### src/rtl/slow_adc_scheduler.sv
// Acquisition sequencer for the slow ADC chain: configuration handshake with
// retry, periodic non-overlapping acquisition triggers, and health counters.
module slow_adc_scheduler #(
  parameter int CLOCK_FREQUENCY   = 50,
  parameter int DEFAULT_PERIOD_MS = 100,
  parameter int MIN_PERIOD_MS     = 100,
  parameter int CONFIG_TIMEOUT    = 5000000,
  parameter int ACQ_TIMEOUT       = 500000,
  parameter int MAX_RETRIES       = 3
) (
  input  logic        clk_50,
  input  logic        reset,
  input  logic        enable,
  input  logic [15:0] period_ms,
  input  logic        period_load,
  input  logic        adc_configured,
  input  logic        adc_busy,
  input  logic        data_valid,
  output logic        start_configuration,
  output logic        start_acquisition,
  output logic        ready,
  output logic        config_error,
  output logic [2:0]  state,
  output logic [31:0] sample_count,
  output logic [15:0] acq_timeout_count,
  output logic [15:0] missed_tick_count
);

  typedef enum logic [2:0] {
    S_CONFIGURE   = 3'd0,
    S_WAIT_CONFIG = 3'd1,
    S_READY       = 3'd2,
    S_WAIT_DATA   = 3'd3,
    S_CONFIG_FAIL = 3'd4
  } state_t;

  localparam logic [31:0] TICKS_PER_MS   = 32'(CLOCK_FREQUENCY * 1000);
  localparam logic [15:0] MIN_PERIOD     = 16'(MIN_PERIOD_MS);
  localparam logic [15:0] DEFAULT_PERIOD = 16'(DEFAULT_PERIOD_MS);
  localparam logic [31:0] DEFAULT_CYCLES = 32'(DEFAULT_PERIOD_MS * CLOCK_FREQUENCY * 1000);
  localparam logic [31:0] CONFIG_LAST    = 32'(CONFIG_TIMEOUT - 1);
  localparam logic [31:0] ACQ_LAST       = 32'(ACQ_TIMEOUT - 1);
  localparam logic [7:0]  MAX_TRIES      = 8'(MAX_RETRIES);
  localparam logic [15:0] SAT16          = 16'hFFFF;

  state_t      r_state;
  logic        r_enable_meta;
  logic        r_enable_sync;
  logic [15:0] r_pending_ms;
  logic [31:0] r_period_calc;
  logic [31:0] r_period_cycles;
  logic [31:0] r_pcnt;
  logic [31:0] r_wait_cnt;
  logic [31:0] r_acq_timer;
  logic [7:0]  r_attempts;
  logic        r_start_configuration;
  logic        r_start_acquisition;
  logic        r_ready;
  logic        r_config_error;
  logic [31:0] r_sample_count;
  logic [15:0] r_acq_timeout_count;
  logic [15:0] r_missed_tick_count;

  logic        w_counting;
  logic        w_tick;
  logic [15:0] w_load_ms;

  assign w_counting = r_enable_sync && ((r_state == S_READY) || (r_state == S_WAIT_DATA));
  assign w_tick     = w_counting && (r_pcnt == (r_period_cycles - 32'd1));
  assign w_load_ms  = (period_ms < MIN_PERIOD) ? MIN_PERIOD : period_ms;

  // Two-flop synchronizer for the asynchronous enable level.
  // NOTE: sequential state uses non-blocking assignments so every flop samples
  // pre-edge values regardless of statement order.
  always_ff @(posedge clk_50) begin
    if (reset) begin
      r_enable_meta <= 1'b0;
      r_enable_sync <= 1'b0;
    end else begin
      r_enable_meta <= enable;
      r_enable_sync <= r_enable_meta;
    end
  end

  // Period bookkeeping: a new period is only adopted while pcnt is zero, so a
  // running period is never cut short or stretched mid-count.
  always_ff @(posedge clk_50) begin
    if (reset) begin
      r_pending_ms    <= DEFAULT_PERIOD;
      r_period_calc   <= DEFAULT_CYCLES;
      r_period_cycles <= DEFAULT_CYCLES;
      r_pcnt          <= 32'd0;
    end else begin
      if (period_load) begin
        r_pending_ms <= w_load_ms;
      end
      r_period_calc <= {16'd0, r_pending_ms} * TICKS_PER_MS;
      if (!w_counting || w_tick) begin
        r_pcnt          <= 32'd0;
        r_period_cycles <= r_period_calc;
      end else begin
        r_pcnt <= r_pcnt + 32'd1;
      end
    end
  end

  always_ff @(posedge clk_50) begin
    if (reset) begin
      r_state               <= S_CONFIGURE;
      r_start_configuration <= 1'b0;
      r_start_acquisition   <= 1'b0;
      r_ready               <= 1'b0;
      r_config_error        <= 1'b0;
      r_wait_cnt            <= 32'd0;
      r_acq_timer           <= 32'd0;
      r_attempts            <= 8'd0;
      r_sample_count        <= 32'd0;
      r_acq_timeout_count   <= 16'd0;
      r_missed_tick_count   <= 16'd0;
    end else begin
      r_start_configuration <= 1'b0;
      r_start_acquisition   <= 1'b0;
      case (r_state)
        S_CONFIGURE: begin
          r_start_configuration <= 1'b1;
          r_wait_cnt            <= 32'd0;
          r_ready               <= 1'b0;
          r_state               <= S_WAIT_CONFIG;
        end
        S_WAIT_CONFIG: begin
          if (adc_configured) begin
            r_ready <= 1'b1;
            r_state <= S_READY;
          end else if (r_wait_cnt == CONFIG_LAST) begin
            r_attempts <= r_attempts + 8'd1;
            if ((r_attempts + 8'd1) < MAX_TRIES) begin
              r_state <= S_CONFIGURE;
            end else begin
              r_config_error <= 1'b1;
              r_state        <= S_CONFIG_FAIL;
            end
          end else begin
            r_wait_cnt <= r_wait_cnt + 32'd1;
          end
        end
        S_READY: begin
          if (w_tick) begin
            if (adc_busy) begin
              if (r_missed_tick_count != SAT16) begin
                r_missed_tick_count <= r_missed_tick_count + 16'd1;
              end
            end else begin
              r_start_acquisition <= 1'b1;
              r_acq_timer         <= 32'd0;
              r_state             <= S_WAIT_DATA;
            end
          end
        end
        S_WAIT_DATA: begin
          // A tick here is never turned into a second trigger.
          if (w_tick && (r_missed_tick_count != SAT16)) begin
            r_missed_tick_count <= r_missed_tick_count + 16'd1;
          end
          if (data_valid) begin
            r_sample_count <= r_sample_count + 32'd1;
            r_state        <= S_READY;
          end else if (r_acq_timer == ACQ_LAST) begin
            if (r_acq_timeout_count != SAT16) begin
              r_acq_timeout_count <= r_acq_timeout_count + 16'd1;
            end
            r_state <= S_READY;
          end else begin
            r_acq_timer <= r_acq_timer + 32'd1;
          end
        end
        S_CONFIG_FAIL: begin
          r_config_error <= 1'b1;
          r_ready        <= 1'b0;
        end
        default: begin
          r_state <= S_CONFIGURE;
        end
      endcase
    end
  end

  assign start_configuration = r_start_configuration;
  assign start_acquisition   = r_start_acquisition;
  assign ready               = r_ready;
  assign config_error        = r_config_error;
  assign state               = r_state;
  assign sample_count        = r_sample_count;
  assign acq_timeout_count   = r_acq_timeout_count;
  assign missed_tick_count   = r_missed_tick_count;

endmodule

### config.mk
export PLATFORM = sky130hd
export DESIGN_NAME = slow_adc_scheduler
export DESIGN_NICKNAME = d
export VERILOG_FILES = /design/src/rtl/slow_adc_scheduler.sv
export SDC_FILE = /design/constraint.sdc
export NUM_CORES = 1
export LEC_CHECK = 0
export BUFFER_PORTS_ARGS = -buffer_cell sky130_fd_sc_hd__buf_2
export CAP_MARGIN = 5
export CORE_MARGIN = 8
export CORE_UTILIZATION = 57
export CTS_BUF_LIST = sky130_fd_sc_hd__clkbuf_8
export CTS_CLUSTER_SIZE = 28
export DETAILED_ROUTE_END_ITERATION = 16
export PLACE_DENSITY = 0.79
export REMOVE_ABC_BUFFERS = 1
export SLEW_MARGIN = 20
export SYNTH_ARGS = -nofsm -noshare
export SYNTH_HDL_FRONTEND = slang
export SYNTH_SLANG_ARGS = --single-unit
### constraint.sdc
create_clock -name clk_50 -period 4.3 [get_ports clk_50]
set_input_delay 0.215 -clock clk_50 [delete_from_list [all_inputs] [get_ports clk_50]]
set_output_delay 0.215 -clock clk_50 [all_outputs]
set_load 0.02 [all_outputs]
Word level (Yosys, flattened, before mapping)
Cells that the tools add are included.

storage, ports and cells
  bits in registers = 257
  input bits = 23
  word-level logic and storage cells = 110
  output and inout bits = 71

cells by class
  multiply operators = 1
  mux-type cells = 30
  $lt $le $gt $ge = 2
  add/sub/neg operators = 8
  equal/unequal tests = 23
  reduce and logical (&&, ||, !) cells = 23
  bitwise gates (word level) = 5

operator list
  cell                                                          number
  two-way mux 32 bit                                            6
  adder 32 x 1 -> 32 bit (second input constant)                4
  case mux 32 bit (2 select lines)                              2
  two-way mux 16 bit                                            5
  adder 16 x 1 -> 16 bit (second input constant)                2
  equality test 32 x 19 -> 1 bit (second input constant)        1
  equality test 32 x 23 -> 1 bit (second input constant)        1
  equality test 32 bit                                          1
  inequality test 16 bit (second input constant)                2
  case mux 16 bit (2 select lines)                              1
  subtractor 32 x 1 -> 32 bit (second input constant)           1
  multiplier 16 x 12 -> 28 bit (second input constant)          1
  two-way mux 3 bit                                             7
  inequality test 2 bit (second input constant)                 10
  less-than comparator 16 x 7 -> 1 bit (second input constant)  1
  case mux 3 bit (5 select lines)                               1
  AND reduction 5 bit                                           3
  adder 8 x 1 -> 8 bit (second input constant)                  1
  less-than comparator 8 x 2 -> 1 bit (second input constant)   1
  AND reduction 4 bit                                           2
  nonzero test 2 bit                                            4
  equality test 3 x 2 -> 1 bit (second input constant)          2
  two-way mux 1 bit                                             6
  AND reduction 3 bit                                           2
  other kinds (14)                                              25

Depth between registers and ports, before layout
  depth after elaboration = 7
  gate-level depth with buffers = 19
  mapped depth without buffers = 19

Worst setup path after synthesis
Ideal clock, no wire load.

  kind = register -> register
  start = reg r_pending_ms[7]
  end = reg r_period_calc[31]
  stages on the path, launching flop included = 20
  arrival = 4.560 ns
  slack = -0.387 ns
  period minus slack after synthesis = 4.687 ns
  path through = dfxtp_1 ha_1 ha_1 inv_1 fa_1 inv_1 fa_1 inv_1 fa_1 inv_1 ha_1 a21o_1 a21oi_1 nor3b_1 o21a_1 o31a_1 o21ai_0 a221oi_1 xnor2_1 nor2_1

on the way
  word-level cells in the longest chain between the ends = 1

RTL lines
  item                          line  source
  start, declared               49    logic [15:0] r_pending_ms;
  start signal, assigned        95    r_pending_ms <= w_load_ms;
  multiplier 16 x 12 -> 28 bit  97    r_period_calc <= {16'd0, r_pending_ms} * TICKS_PER_MS;
  end signal, assigned          97
  end, declared                 50    logic [31:0] r_period_calc;

No other way between the ends.
A chain may end at the register's enable or synchronous reset.

Final worst setup path
  start = reg r_pending_ms[13]
  end = reg r_period_calc[29]

The elaborated chain is that of the path after synthesis.

==> summary.md <==
| Metric | Value |
|---|---|
| Crit. Startpoint | `r_pending_ms[13]$_SDFFE_PP0P_` |
| Worst-path cell chain | `ha_4 -> ha_4 -> inv_2 -> fa_1 -> inv_2 -> fa_1 -> inv_1 -> fa_1 -> inv_2 -> ha_4 -> a21o_1 -> a21oi_2 -> nor3b_4 -> o21a_1 -> o31a_1 -> buf_4 -> o21bai_1 -> a21oi_1 -> xor2_1 -> nor2_1` |
| Synth cell types | `74` |
| Worst-case reg-to-reg path depth | `20` |
| Slew Viols, Final | `0` |
| Clk Latency, worst-skew pair | `560 ps` |
| Die area | `31100 sq um` |
| Routed length per instance | `16.6 um` |
| DRT Pass-1 Iters | `5` |
| Worst Path Arrival | `4920 ps` |
| Cell total after placement | `2163` |
| Most used flip-flop cell after synthesis | `dfxtp_1` |
| Worst setup path end | `r_period_calc[29]$_SDFF_PP0_` |
| Max clock buf depth | `3` |
| Setup CP Type | `reg -> reg` |
| Avg Synthesized Cell Area | `8.61 sq um` |
| DR vias/cell | `5.67` |
| Layout cells sized above 1 | `0.208` |
| Core Util, Final | `0.711` |
| DR iter-0 viols | `742` |
| Slew @ Worst Pin | `1020 ps` |
| TritonCTS clock tree | `built` |
| Post-route setup slack | `-206 ps` |
| P&R area growth vs syn | `22.3%` |
| Root Buffer | `clkbuf_8` |
| Worst Skew | `21.0 ps` |
| Setup TNS | `-618 ps` |
| Via count | `12897` |
| Outcome | `complete, but fails checks` |
| Crit path max fanout | `4` |
| Placer congestion estimate | `0.897` |
| PortBufs | `93` |
| Filler cell count | `1784` |
| Final hold violation count | `0` |
| Largest net degree at the start of global routing | `78` |
| CP Capture Type | `flip-flop` |
| Detailed placement HPWL | `25.0 mm` |
| FF+latch count, synth | `249` |
| Final #Nets | `2090` |
| Reg-to-reg endpoint | `r_period_calc[29]$_SDFF_PP0_` |
| Worst endpoint required time | `4720 ps` |
| DP Worst Slack | `-570 ps` |
| Critical Path Slowest Stage Cell | `fa_1` |
| RR Startpoint | `r_pending_ms[13]$_SDFFE_PP0P_` |
| Async S/R FF share, synth | `0` |
| Failing checks | `setup timing` |
| Synth Instances | `1704` |
| Max incr delay on CP | `540 ps` |
| Most frequent cells in the layout | `nor2_1, dfxtp_1, inv_1` |
| Most common cell after layout, fill and taps aside | `nor2_1` |
| Worst slew margin | `0.318` |
| Starting Density | `0.581` |
| Cell Rows | `58` |
| Fin crit share | `1.05` |
| RSZ-0062 raised after global routing | `yes` |
| Worst-path clk slew | `70 ps` |
| Reg2reg setup slack | `-210 ps` |
| Power per cell area | `406 nW/um^2` |
| Area leader, netlist | `dfxtp_1` |
| Clock Sinks | `249` |
| Initial antenna violation count | `0` |
| P_leak | `0.00768 uW` |
| Total of max-cap violations | `0` |
| GRT Resource Usage Total | `0.228` |
| Synth top area share | `0.340` |
| GR Overflow Total | `0` |
| EDFF count, synth | `0` |
| Number of global-route vias before repair | `12776` |
| Register area | `5020 sq um` |
| Post-synthesis sequential area ratio | `0.340` |
| # IOs | `94` |
| H-tree depth | `2` |
| Hold Crit Class | `in -> reg` |
| Area occupied by multi-input gates | `9650 sq um` |
| DRC violations left | `0` |
| N_diodes | `0` |
| Min Tclk post-route | `4510 ps` |
| Final setup fails | `5` |
| Worst setup SP type | `flip-flop` |
| Synth top area cells | `dfxtp_1, ha_1, xor2_1` |
| Die Y | `176 um` |
| Cell Area, Synth | `14700 sq um` |
| Yosys synthesis warning count | `0` |
| Post-DRT Antenna Nets | `0` |
| Number of buffers created by CTS | `43` |
| Core Footprint | `25300 sq um` |
| Peak supply drop | `0.312 mV` |
| Die X | `176 um` |
| Achievable Freq | `0.222 GHz` |
| Final WL | `37.7 mm` |
| Non-filler cells, final | `2275` |
| First-pass GRT wire length | `60.5 mm` |
-- layout make-up --
type                    instances  share of cell area
flip-flops and latches        249               0.280
well taps                     330              0.0230
clock inverters                21             0.00725
inverters                     133              0.0278
repair buffers                217              0.0821
multi-input cells            1269               0.537
clock buffers                  56              0.0429
-- power breakdown --
part	internal, uW	switching [uW]
Combinational	1250	1270
Clock	1230	982
Sequential	2440	121
Total	4920	2370
-- metal layers --
layer,global-route usage,vias up,part of all wire
met2,0.411,363,0.50
li1,-,6254,-
met4,0.0963,0,0.040
met5,0,-,0
met3,0.0393,124,0.042
met1,0.264,6156,0.41
-- repair_timing --
action                                  4_1_cts  5_1_grt
hold endpoints to repair                     18        0
pin swaps                                    57       40
endpoints found under the setup margin       10       11
gates resized for setup                     101       31
hold buffers                                 17        0
buffers inserted                             12        8
cloned                                        0        0
-- sequential cells by signal, indices dropped and copies added (netlist names), 3 cells and up --
signal             cells
missed_tick_count     16
state                  3
r_period_cycles       28
r_wait_cnt            32
r_period_calc         28
acq_timeout_count     16
r_pcnt                32
sample_count          32
r_acq_timer           32
r_attempts             8
r_pending_ms          16
-- synth_stat cells (all sizes together), types with 6 or more instances --
| cell type | number |
|---|---|
| clkbuf | 37 |
| o211ai | 16 |
| o21bai | 6 |
| nor2 | 240 |
| or3 | 44 |
| mux2i | 35 |
| nand3 | 74 |
| fa | 36 |
| nand2 | 125 |
| inv | 133 |
| nor2b | 15 |
| and2 | 11 |
| a21o | 6 |
| a211o | 11 |
| nor4 | 26 |
| nand4 | 29 |
| dfxtp | 249 |
| ha | 118 |
| xnor2 | 71 |
| nor3 | 31 |
| buf | 16 |
| and3 | 47 |
| xor2 | 106 |
| a211oi | 6 |
| or2 | 14 |
| a21oi | 58 |
| or4 | 16 |
| nand2b | 8 |
| o21ai | 46 |
| a31oi | 11 |
-- kinds of logic (layout without fill, tap and decap cells) --
| family | Yosys count | in the layout | synth area share |
|---|---|---|---|
| fa+ha+maj | 154 | 154 | 0.150 |
| compound gates | 195 | 195 | 0.0856 |
| mux | 36 | 36 | 0.0246 |
| buf+inv | 186 | 427 | 0.0492 |
| simple gates | 707 | 707 | 0.246 |
| xor+xnor | 177 | 177 | 0.106 |
| flops | 249 | 249 | 0.340 |
-- metrics by stage --
step | hold WS, ps | cell area (sq um) | power (uW)
2_1_floorplan | 282 | 14500 | 3800
3_3_place_gp | 420 | 16000 | 4420
3_5_place_dp | 423 | 16000 | 4480
4_1_cts | 6.79 | 17700 | 6990
5_1_grt | 99.6 | 18000 | 7690
6_report | 66.3 | 18000 | 7290
-- critical path: cells and delay by family (launching register included) --
kind                     cells  cell delay, ps
adder cells (fa/ha/maj)      6            2220
AO/OA/AOI/OAI                6             970
flip-flops                   1             400
buffers and inverters        5             310
AND/OR/NAND/NOR              2             270
XOR/XNOR                     1             180
-- worst min path at each step --
| stage | from | end | slack [ps] | depth (start not counted) |
|---|---|---|---|---|
| floorplan | reset | r_period_calc[10]$_SDFF_PP0_ | 280 | 1 |
| global placement | r_enable_meta$_SDFF_PP0_ | r_enable_sync$_SDFF_PP0_ | 420 | 1 |
| detailed placement | r_period_calc[9]$_SDFF_PP1_ | r_period_cycles[9]$_SDFFE_PP1P_ | 420 | 1 |
| CTS | period_ms[6] | r_pending_ms[6]$_SDFFE_PP1P_ | 7 | 4 |
| global route | period_ms[5] | r_pending_ms[5]$_SDFFE_PP1P_ | 100 | 4 |
| finish | period_ms[6] | r_pending_ms[6]$_SDFFE_PP1P_ | 70 | 4 |
No activity file was read; power rests on OpenSTA's default activity.
